<file path="config.mk">
export PLATFORM = sky130hd
export DESIGN_NAME = ascon_perm_ctrl_flat
export DESIGN_NICKNAME = d
export VERILOG_FILES = /design/src/rtl/ascon_pkg.sv /design/src/rtl/ascon_perm_ctrl_if.sv /design/src/rtl/asconp.sv /design/src/rtl/ascon_perm_ctrl.sv /design/src/flat_wrapper.sv
export SDC_FILE = /design/constraint.sdc
export NUM_CORES = 2
export LEC_CHECK = 0
export CORE_AREA = 4 4 252 254
export CTS_CLUSTER_SIZE = 16
export DETAILED_ROUTE_END_ITERATION = 7
export DIE_AREA = 0 0 256 258
export GPL_TIMING_DRIVEN = 0
export PLACE_DENSITY = 0.78
export REMOVE_ABC_BUFFERS = 1
export SLEW_MARGIN = 0
export SYNTH_ARGS = -nofsm -noshare
export SYNTH_HDL_FRONTEND = slang
export SYNTH_SLANG_ARGS = --single-unit
</file>
<file path="constraint.sdc">
create_clock -name clk -period 3.05 [get_ports clk]
set_input_delay 0.915 -clock clk [delete_from_list [all_inputs] [get_ports clk]]
set_output_delay 0.915 -clock clk [all_outputs]
set_load 0.01 [all_outputs]
</file>
<file path="src/rtl/ascon_pkg.sv">
// Shared Ascon definitions: state type, round-count constants, controller FSM
// encoding and the round-constant / rotate helpers used by the round function.
package ascon_pkg;

   localparam int ROUNDS_PA   = 12;
   localparam int ROUNDS_PB   = 6;
   localparam int ROUNDS_P8   = 8;
   localparam int ROUND_CNT_W = 4;

   // Word 0 is x0, word 4 is x4.
   typedef logic [4:0][63:0] ascon_state_t;

   typedef enum logic [1:0] {
      IDLE = 2'd0,
      RUN  = 2'd1,
      DONE = 2'd2
   } perm_state_e;

   // round_cnt counts down from 12, so round index i = 12 - rc and the
   // constant ((15-i)<<4)|i becomes {rc+3, 12-rc}.
   function automatic logic [7:0] round_const(input logic [ROUND_CNT_W-1:0] rc);
      return {4'(rc + 4'd3), 4'(4'd12 - rc)};
   endfunction

   function automatic logic [63:0] ror64(input logic [63:0] v, input int unsigned n);
      return (v >> n) | (v << (64 - n));
   endfunction

endpackage

</file>
<file path="src/rtl/ascon_perm_ctrl_if.sv">
// Handshake and state bus between the mode controller (master) and the
// Ascon permutation driver (slave).
interface ascon_perm_ctrl_if;
   logic        in_valid_i;
   logic        in_ready_o;
   logic [3:0]  rounds_i;
   logic [63:0] x0_i, x1_i, x2_i, x3_i, x4_i;
   logic        out_valid_o;
   logic        out_ready_i;
   logic [63:0] x0_o, x1_o, x2_o, x3_o, x4_o;
   logic        busy_o;

   modport slave (
      input  in_valid_i, rounds_i, x0_i, x1_i, x2_i, x3_i, x4_i, out_ready_i,
      output in_ready_o, out_valid_o, x0_o, x1_o, x2_o, x3_o, x4_o, busy_o
   );

   modport master (
      output in_valid_i, rounds_i, x0_i, x1_i, x2_i, x3_i, x4_i, out_ready_i,
      input  in_ready_o, out_valid_o, x0_o, x1_o, x2_o, x3_o, x4_o, busy_o
   );
endinterface

</file>
<file path="src/rtl/asconp.sv">
// Combinational single Ascon-p round: constant addition, 5-bit S-box layer
// and per-word linear diffusion.
module asconp
   import ascon_pkg::*;
(
   input  logic [ROUND_CNT_W-1:0] round_cnt,
   input  ascon_state_t           x_i,
   output ascon_state_t           x_o
);

   ascon_state_t s;
   ascon_state_t t;

   // One full round, bitsliced S-box followed by the linear layer
   always_comb begin
      s    = x_i;
      s[2] = s[2] ^ {56'd0, round_const(round_cnt)};
      s[0] = s[0] ^ s[4];
      s[4] = s[4] ^ s[3];
      s[2] = s[2] ^ s[1];
      for (int i = 0; i < 5; i++) begin
         t[i] = ~s[i] & s[(i + 1) % 5];
      end
      for (int i = 0; i < 5; i++) begin
         s[i] = s[i] ^ t[(i + 1) % 5];
      end
      s[1] = s[1] ^ s[0];
      s[0] = s[0] ^ s[4];
      s[3] = s[3] ^ s[2];
      s[2] = ~s[2];
      x_o[0] = s[0] ^ ror64(s[0], 19) ^ ror64(s[0], 28);
      x_o[1] = s[1] ^ ror64(s[1], 61) ^ ror64(s[1], 39);
      x_o[2] = s[2] ^ ror64(s[2],  1) ^ ror64(s[2],  6);
      x_o[3] = s[3] ^ ror64(s[3], 10) ^ ror64(s[3], 17);
      x_o[4] = s[4] ^ ror64(s[4],  7) ^ ror64(s[4], 41);
   end

endmodule

</file>
<file path="src/rtl/ascon_perm_ctrl.sv">
// Ascon-p iteration controller: state register, round counter and handshake FSM
// around UNROLL chained asconp rounds. Optional macro ASCON_PERM_ZEROIZE_EN clears
// the state on output handoff.
module ascon_perm_ctrl
   import ascon_pkg::*;
#(
   parameter int UNROLL = 1
) (
   input  logic              clk,
   input  logic              rst_n,
   ascon_perm_ctrl_if.slave  bus
);

   if (UNROLL != 1 && UNROLL != 2) begin : g_bad_unroll
      $error("ascon_perm_ctrl: UNROLL must be 1 or 2");
   end

   perm_state_e              state_q, state_d;
   logic [ROUND_CNT_W-1:0]   cnt_q, cnt_d;
   ascon_state_t             st_q, st_d;
   logic                     in_ready_q, in_ready_d;
   logic                     out_valid_q, out_valid_d;
   logic                     busy_q, busy_d;

   ascon_state_t             stage_s [UNROLL+1];
   logic [ROUND_CNT_W-1:0]   stage_rc_s [UNROLL];
   logic [ROUND_CNT_W-1:0]   step_s;
   logic [ROUND_CNT_W-1:0]   rounds_sat_s;
   ascon_state_t             in_x_s;

   assign stage_s[0] = st_q;

   for (genvar k = 0; k < UNROLL; k++) begin : g_round
      assign stage_rc_s[k] = cnt_q - ROUND_CNT_W'(k);
      asconp u_round (
         .round_cnt (stage_rc_s[k]),
         .x_i       (stage_s[k]),
         .x_o       (stage_s[k+1])
      );
   end

   assign step_s       = (cnt_q < ROUND_CNT_W'(UNROLL)) ? cnt_q : ROUND_CNT_W'(UNROLL);
   assign rounds_sat_s = (bus.rounds_i > ROUND_CNT_W'(ROUNDS_PA)) ?
                         ROUND_CNT_W'(ROUNDS_PA) : bus.rounds_i;
   assign in_x_s       = {bus.x4_i, bus.x3_i, bus.x2_i, bus.x1_i, bus.x0_i};

   // Next-state, counter, datapath select and registered-output decode
   always_comb begin
      state_d = state_q;
      cnt_d   = cnt_q;
      st_d    = st_q;
      case (state_q)
         IDLE: begin
            if (bus.in_valid_i && in_ready_q) begin
               st_d    = in_x_s;
               cnt_d   = rounds_sat_s;
               state_d = (rounds_sat_s != 4'd0) ? RUN : DONE;
            end else begin
               state_d = IDLE;
            end
         end
         RUN: begin
            cnt_d = cnt_q - step_s;
            st_d  = (step_s == 4'd1) ? stage_s[1] : stage_s[UNROLL];
            state_d = (cnt_d == 4'd0) ? DONE : RUN;
         end
         DONE: begin
            if (out_valid_q && bus.out_ready_i) begin
               state_d = IDLE;
`ifdef ASCON_PERM_ZEROIZE_EN
               st_d    = '0;
`endif
            end else begin
               state_d = DONE;
            end
         end
         default: begin
            state_d = IDLE;
            cnt_d   = 4'd0;
         end
      endcase
      in_ready_d  = (state_d == IDLE);
      busy_d      = (state_d == RUN);
      // A zero-round accept lands in DONE but raises valid one edge later.
      out_valid_d = (state_d == DONE) && (state_q != IDLE);
   end

   // State, counter, permutation state and output flags
   always_ff @(posedge clk or negedge rst_n) begin
      if (!rst_n) begin
         state_q     <= IDLE;
         cnt_q       <= 4'd0;
         st_q        <= '0;
         in_ready_q  <= 1'b0;
         out_valid_q <= 1'b0;
         busy_q      <= 1'b0;
      end else begin
         state_q     <= state_d;
         cnt_q       <= cnt_d;
         st_q        <= st_d;
         in_ready_q  <= in_ready_d;
         out_valid_q <= out_valid_d;
         busy_q      <= busy_d;
      end
   end

   assign bus.in_ready_o  = in_ready_q;
   assign bus.out_valid_o = out_valid_q;
   assign bus.busy_o      = busy_q;
   assign bus.x0_o        = st_q[0];
   assign bus.x1_o        = st_q[1];
   assign bus.x2_o        = st_q[2];
   assign bus.x3_o        = st_q[3];
   assign bus.x4_o        = st_q[4];

endmodule

</file>
<file path="src/flat_wrapper.sv">
// flat-port wrapper written by rule: the top's interface ports become plain ports
module ascon_perm_ctrl_flat import ascon_pkg::*;
#(
   parameter int UNROLL = 1
)
  (clk, rst_n, bus_in_valid_i, bus_rounds_i, bus_x0_i, bus_x1_i, bus_x2_i, bus_x3_i, bus_x4_i, bus_out_ready_i, bus_in_ready_o, bus_out_valid_o, bus_x0_o, bus_x1_o, bus_x2_o, bus_x3_o, bus_x4_o, bus_busy_o);
  ascon_perm_ctrl_if bus_i ();
  input  logic clk;
  input  logic rst_n;
  input wire logic [$bits(bus_i.in_valid_i)-1:0] bus_in_valid_i;
  input wire logic [$bits(bus_i.rounds_i)-1:0] bus_rounds_i;
  input wire logic [$bits(bus_i.x0_i)-1:0] bus_x0_i;
  input wire logic [$bits(bus_i.x1_i)-1:0] bus_x1_i;
  input wire logic [$bits(bus_i.x2_i)-1:0] bus_x2_i;
  input wire logic [$bits(bus_i.x3_i)-1:0] bus_x3_i;
  input wire logic [$bits(bus_i.x4_i)-1:0] bus_x4_i;
  input wire logic [$bits(bus_i.out_ready_i)-1:0] bus_out_ready_i;
  output wire logic [$bits(bus_i.in_ready_o)-1:0] bus_in_ready_o;
  output wire logic [$bits(bus_i.out_valid_o)-1:0] bus_out_valid_o;
  output wire logic [$bits(bus_i.x0_o)-1:0] bus_x0_o;
  output wire logic [$bits(bus_i.x1_o)-1:0] bus_x1_o;
  output wire logic [$bits(bus_i.x2_o)-1:0] bus_x2_o;
  output wire logic [$bits(bus_i.x3_o)-1:0] bus_x3_o;
  output wire logic [$bits(bus_i.x4_o)-1:0] bus_x4_o;
  output wire logic [$bits(bus_i.busy_o)-1:0] bus_busy_o;
  assign bus_i.in_valid_i = bus_in_valid_i;
  assign bus_i.rounds_i = bus_rounds_i;
  assign bus_i.x0_i = bus_x0_i;
  assign bus_i.x1_i = bus_x1_i;
  assign bus_i.x2_i = bus_x2_i;
  assign bus_i.x3_i = bus_x3_i;
  assign bus_i.x4_i = bus_x4_i;
  assign bus_i.out_ready_i = bus_out_ready_i;
  assign bus_in_ready_o = bus_i.in_ready_o;
  assign bus_out_valid_o = bus_i.out_valid_o;
  assign bus_x0_o = bus_i.x0_o;
  assign bus_x1_o = bus_i.x1_o;
  assign bus_x2_o = bus_i.x2_o;
  assign bus_x3_o = bus_i.x3_o;
  assign bus_x4_o = bus_i.x4_o;
  assign bus_busy_o = bus_i.busy_o;
  ascon_perm_ctrl #(.UNROLL(UNROLL)) u_core (.clk(clk), .rst_n(rst_n), .bus(bus_i));
endmodule
</file>
## Yosys cells after proc, flatten, opt, wreduce, memory -nomap -nowiden

Index checks and enable logic that the tools add are counted.
Widths: inputs -> output; s select.

- Equality and inequality tests: 5
- Bitwise logic cells: 44
- Reductions and logical operators: 11
- Muxes and demuxes: 11
- Add/subtract/negate cells: 3
- $lt $le $gt $ge: 2

Operator list:

| operator | count |
|---|---|
| $xor 64x64->64 | 21 |
| $pmux 320 s2 | 1 |
| $not 64->64 | 6 |
| $and 64x64->64 | 5 |
| $mux 320 | 1 |
| $or 23x64->64 | 1 |
| $or 25x64->64 | 1 |
| $or 3x64->64 | 1 |
| $or 36x64->64 | 1 |
| $or 45x64->64 | 1 |
| $or 47x64->64 | 1 |
| $or 54x64->64 | 1 |
| $or 57x64->64 | 1 |
| $or 58x64->64 | 1 |
| $or 63x64->64 | 1 |
| $xor 64x8->64 | 1 |
| $mux 4 | 3 |
| $pmux 4 s3 | 1 |
| $mux 2 | 4 |
| $pmux 2 s3 | 1 |
| $add 4x2->4 const B | 1 |
| $eq 2x1->1 const B | 2 |
| $eq 2x2->1 const B | 2 |
| $gt 4x4->1 const B | 1 |
| other kinds (11) | 16 |

- Logic and storage cells: 86
- Input bits: 328
- Output and inout port bits: 323
- Register bits: 329

## Logic depth before layout (Yosys ltp)

- Depth after elaboration: 11
- Mapped depth: 10

## Modules after synthesis

From an unflattened synthesis, not the netlist that was laid out.

- Cell total of the unflattened synthesis: 3207
- Area total of the unflattened synthesis: 34833.4 um^2

Modules (own cells, without submodules):

| module | instances | seq. area each (um^2) | area each (um^2) | cells an instance |
|---|---|---|---|---|
| ascon_perm_ctrl | 1 | 8232.9 | 19616.3 | 1402 |
| asconp | 1 | 0.0 | 15217.1 | 1805 |

## Worst setup path after synthesis

OpenSTA, ideal clock, no wires.

- Path kind: register to register
- From: register u_core.cnt_q[0]
- To: register u_core.st_q, in the netlist u_core.bus.x3_o[53]
- Clock period less this slack: 2.632 ns
- Data required time: 2.917 ns
- Path buffers: 0
- Setup time: 0.133 ns
- Arrival: 2.499 ns
- Slack: 0.418 ns
- Cell stages (with the launch flop): 11
- Path through: dfrtp_1 > inv_1 > ha_1 > xor3_2 > inv_1 > ha_1 > xnor2_1 > xnor2_1 > xnor3_1 > nor2_1 > o22ai_1

- Cells in the longest elaborated chain, start to end: 8

RTL lines:

| item | line | RTL |
|---|---|---|
| from (decl) | ascon_perm_ctrl.sv:19 | `logic [ROUND_CNT_W-1:0] cnt_q, cnt_d;` |
| from (signal assigned) | ascon_perm_ctrl.sv:99 | `cnt_q <= cnt_d;` |
| $add 4x2->4 | ascon_pkg.sv:22 | `return {4'(rc + 4'd3), 4'(4'd12 - rc)};` |
| $xor 64x8->64 | asconp.sv:17 | `s[2] = s[2] ^ {56'd0, round_const(round_cnt)};` |
| $xor 64x64->64 | asconp.sv:20 | `s[2] = s[2] ^ s[1];` |
| $xor 64x64->64 | asconp.sv:25 | `s[i] = s[i] ^ t[(i + 1) % 5];` |
| $xor 64x64->64 | asconp.sv:29 | `s[3] = s[3] ^ s[2];` |
| $or 47x64->64 | ascon_pkg.sv:26 | `return (v >> n) \| (v << (64 - n));` |
| $xor 64x64->64 | asconp.sv:34 | `x_o[3] = s[3] ^ ror64(s[3], 10) ^ ror64(s[3], 17);` |
| $pmux 320 s2 | ascon_perm_ctrl.sv:52 | `case (state_q)` |
| to (signal assigned) | ascon_perm_ctrl.sv:100 | `st_q <= st_d;` |
| to (decl) | ascon_perm_ctrl.sv:20 | `ascon_state_t st_q, st_d;` |

Every way passes these cells.
A chain may end at the register's enable or synchronous reset.

## Worst setup path in the final report

- From: register u_core.st_q, in the netlist u_core.bus.x1_o[15]
- To: register u_core.st_q, in the netlist u_core.bus.x3_o[5]

- Cells in the longest elaborated chain, start to end: 7

RTL lines:

| item | line |
|---|---|
| $xor 64x64->64 | asconp.sv:20 |
| $xor 64x64->64 | asconp.sv:25 |
| $xor 64x64->64 | asconp.sv:29 |
| $or 54x64->64 | ascon_pkg.sv:26 |
| $xor 64x64->64 (2 in a row) | asconp.sv:34 |
| $pmux 320 s2 | ascon_perm_ctrl.sv:52 |

Every way passes these cells.

==> impl_metrics.ini <==
[critical_path]
crit_chain = inv_1 -> ha_1 -> xnor2_1 -> xnor2_1 -> xnor3_1 -> nor2_1 -> o22ai_1
crit_arrival_ps = 3570
critPathRequiredTime_ps = 3500
path_class = register to register
critical-path-top-delay-family = XOR/XNOR gates
cp_slowest_stage_delay_ps = 700
crit_buf_inv = 1
cp_common_cell = xnor2_1
cp_max_fo = 4
cp-end-kind = register
start_kind = register
critPathSlowestCell = xnor2_1

[cells_and_area]
area_delta_synth_final_pct = 32.5
final_cell_mix = clkdlybuf4s50_1 (649), xnor2_1 (413), dfrtp_1 (326)
filler_cell_count = 4966
final_area_sq_mm = 0.0401
final_common_cell = clkdlybuf4s50_1
nNetsFinal = 4080
drive_gt1_frac = 0.0822

[floorplanning]
fp.dieArea_sq_mm = 0.0660
die_w_um = 256
die_h_um = 258
initial_core_util = 0.494
io_pins = 651
coreArea_sq_mm = 0.0613
row_count = 91

[route]
avgViaCountPerCell = 6.30
dr.first_iter.drc_count = 3851
drc = 0
via_count = 27990
post_drt_wl_per_cell_um = 33.7
drt_wl_total_um = 150000
antenna_left = 0
drtPass1Iterations = 6

[status]
failed_checks = setup timing
outcome = finished, violations left

[place]
hpwlAfterDp_um = 118000
place.gp.congestion = 1.02
placed_area_sq_mm = 0.0380
port_buffers = 650

[cts]
cts_tree = yes
clk_path_buf_depth = 3
numCtsBuffers = 42
clk_latency_ps = 600
clock_sinks = 329
holdBufCountCts = 0
root_buffer = clkbuf_16
clk_pin_slew_ps = 60
htreeDepth = 2

[logic_synthesis]
netlist_instances = 3027
synth_cell_type_count = 46
synth_top_cell_by_area = dfrtp_1
yosysWarnings = 0
synth_edf_count = 0
ys_ff_latch = 329
synth_top_cell_area_share = 0.272
synth_area_leaders = dfrtp_1 (27%), xnor3_1 (13%), xnor2_1 (13%)
seq_area_frac_synth = 0.272
async_flop_share = 1.00
netlist_area_sq_mm = 0.0303
synth_ff_type = dfrtp_1
syn_avg_cell_area_sq_um = 10.0

[sta]
fmax_mhz = 321
final-hold-violation-count = 0
slew_violations = 0
finClkSkew_ps = 23.6
finalSetupViolations = 4
rsz0062_at_grt = false
relSlewSlack = 0.0303
setup_ws_ps = -63.0
min_period_ps = 3110
tightest_slew_ps = 1440
fin_crit_sh = 1.02

[grt]
grt_pass1_wl_um = 206000
grt_max_degree = 113
track_usage = 0.437
antenna_found_initial = 6
grt_overflow_total = 0
grt_pass1_vias = 27389

[min_path]
hp-class = input port to async pin

[run]
drv_cap = 0
## worst reg2reg max path, delay by kind of cell (launching register included)
family | cells | cell delay (ps)
compound gates | 1 | 120
simple gates | 1 | 200
fa+ha+maj | 1 | 340
xor+xnor | 3 | 1640
flops | 1 | 490
buf+inv | 1 | 200
## logic make-up after synthesis
| kind of cell | count (synthesis) | share of synthesized area |
|---|---|---|
| flip-flops | 329 | 0.272 |
| AO/OA/AOI/OAI | 700 | 0.148 |
| adder cells (fa/ha/maj) | 194 | 0.0750 |
| buffers and inverters | 350 | 0.0441 |
| AND/OR/NAND/NOR | 450 | 0.0591 |
| multiplexers | 33 | 0.0115 |
| XOR/XNOR | 971 | 0.390 |
## layer usage
metal  routed length [um]  track usage  share of wire
met1                54500        0.553           0.36
met2                65600        0.673           0.44
met3                17800        0.115           0.12
met4                11800        0.267          0.079
met5                   35            0        0.00023
## cell type report
cell class | count | area (sq um) | area share
clock buffer | 57 | 1230 | 0.0307
sequential | 329 | 8240 | 0.206
timing repair buffer | 698 | 7470 | 0.186
multi-input combinational | 2352 | 21200 | 0.529
antenna | 4 | 10.0 | 0.000250
inverter | 198 | 753 | 0.0188
tap | 790 | 988 | 0.0247
clock inverter | 17 | 191 | 0.00478
## synthesized netlist by cell type (all sizes together) (90+ instances only)
library cell and count:
o21ai 275, dfrtp 329, a21oi 90, ha 131, nor2 235, nand2 144
xor2 255, clkbuf 131, inv 198, o22ai 201, xnor3 180, xnor2 523
## worst paths after layout
path | startpoint | end | slack (ps) | cells after the start
setup / recovery | u_core.bus.x1_o[15] | u_core.bus.x3_o[5] | -60 | 7
max in group asynchronous | rst_n | u_core.state_q[0] | 1430 | 3
min in group clk | u_core.bus.x0_o[57] | u_core.bus.x0_o[57] | 560 | 2
hold reg to reg | u_core.bus.x0_o[57] | u_core.bus.x0_o[57] | 560 | 2
setup reg to reg | u_core.bus.x1_o[15] | u_core.bus.x3_o[5] | -60 | 7
hold / removal | rst_n | u_core.bus.x2_o[8] | 210 | 1
## sequential cells by signal, summed over array words and instances (netlist names)
name,flops
u_core.bus.x0_o,64
u_core.state_q,2
u_core.cnt_q,4
u_core.bus.x2_o,64
u_core.bus.x1_o,64
u_core.bus.x3_o,64
u_core.bus.busy_o,1
u_core.bus.out_valid_o,1
u_core.bus.x4_o,64
u_core.bus.in_ready_o,1
## through the flow
stage / setup TNS [ps] / setup WS, ps / hold WS [ps] / utilization / instances
2_1_floorplan: -4113630 / -14520 / 551 / - / 2875
3_3_place_gp: - / -39460 / 548 / 0.607 / 4315
3_5_place_dp: -180410 / -1190 / 550 / 0.620 / 4348
4_1_cts: 0 / 3.14 / 207 / 0.652 / 4438
5_1_grt: 0 / 4.58 / 224 / 0.654 / 4443
6_report: -140 / -63.0 / 213 / 0.654 / 4445
## repair_timing
action	4_1_cts	5_1_grt
resized for setup	39	23
pin swaps	5	6
cloned	6	0
setup endpoints to repair	271	35
setup buffers	10	3
Power is left out: the tool's default activity adds up to more than one toggle a clock period on the data nets, which glitch-free logic cannot reach.
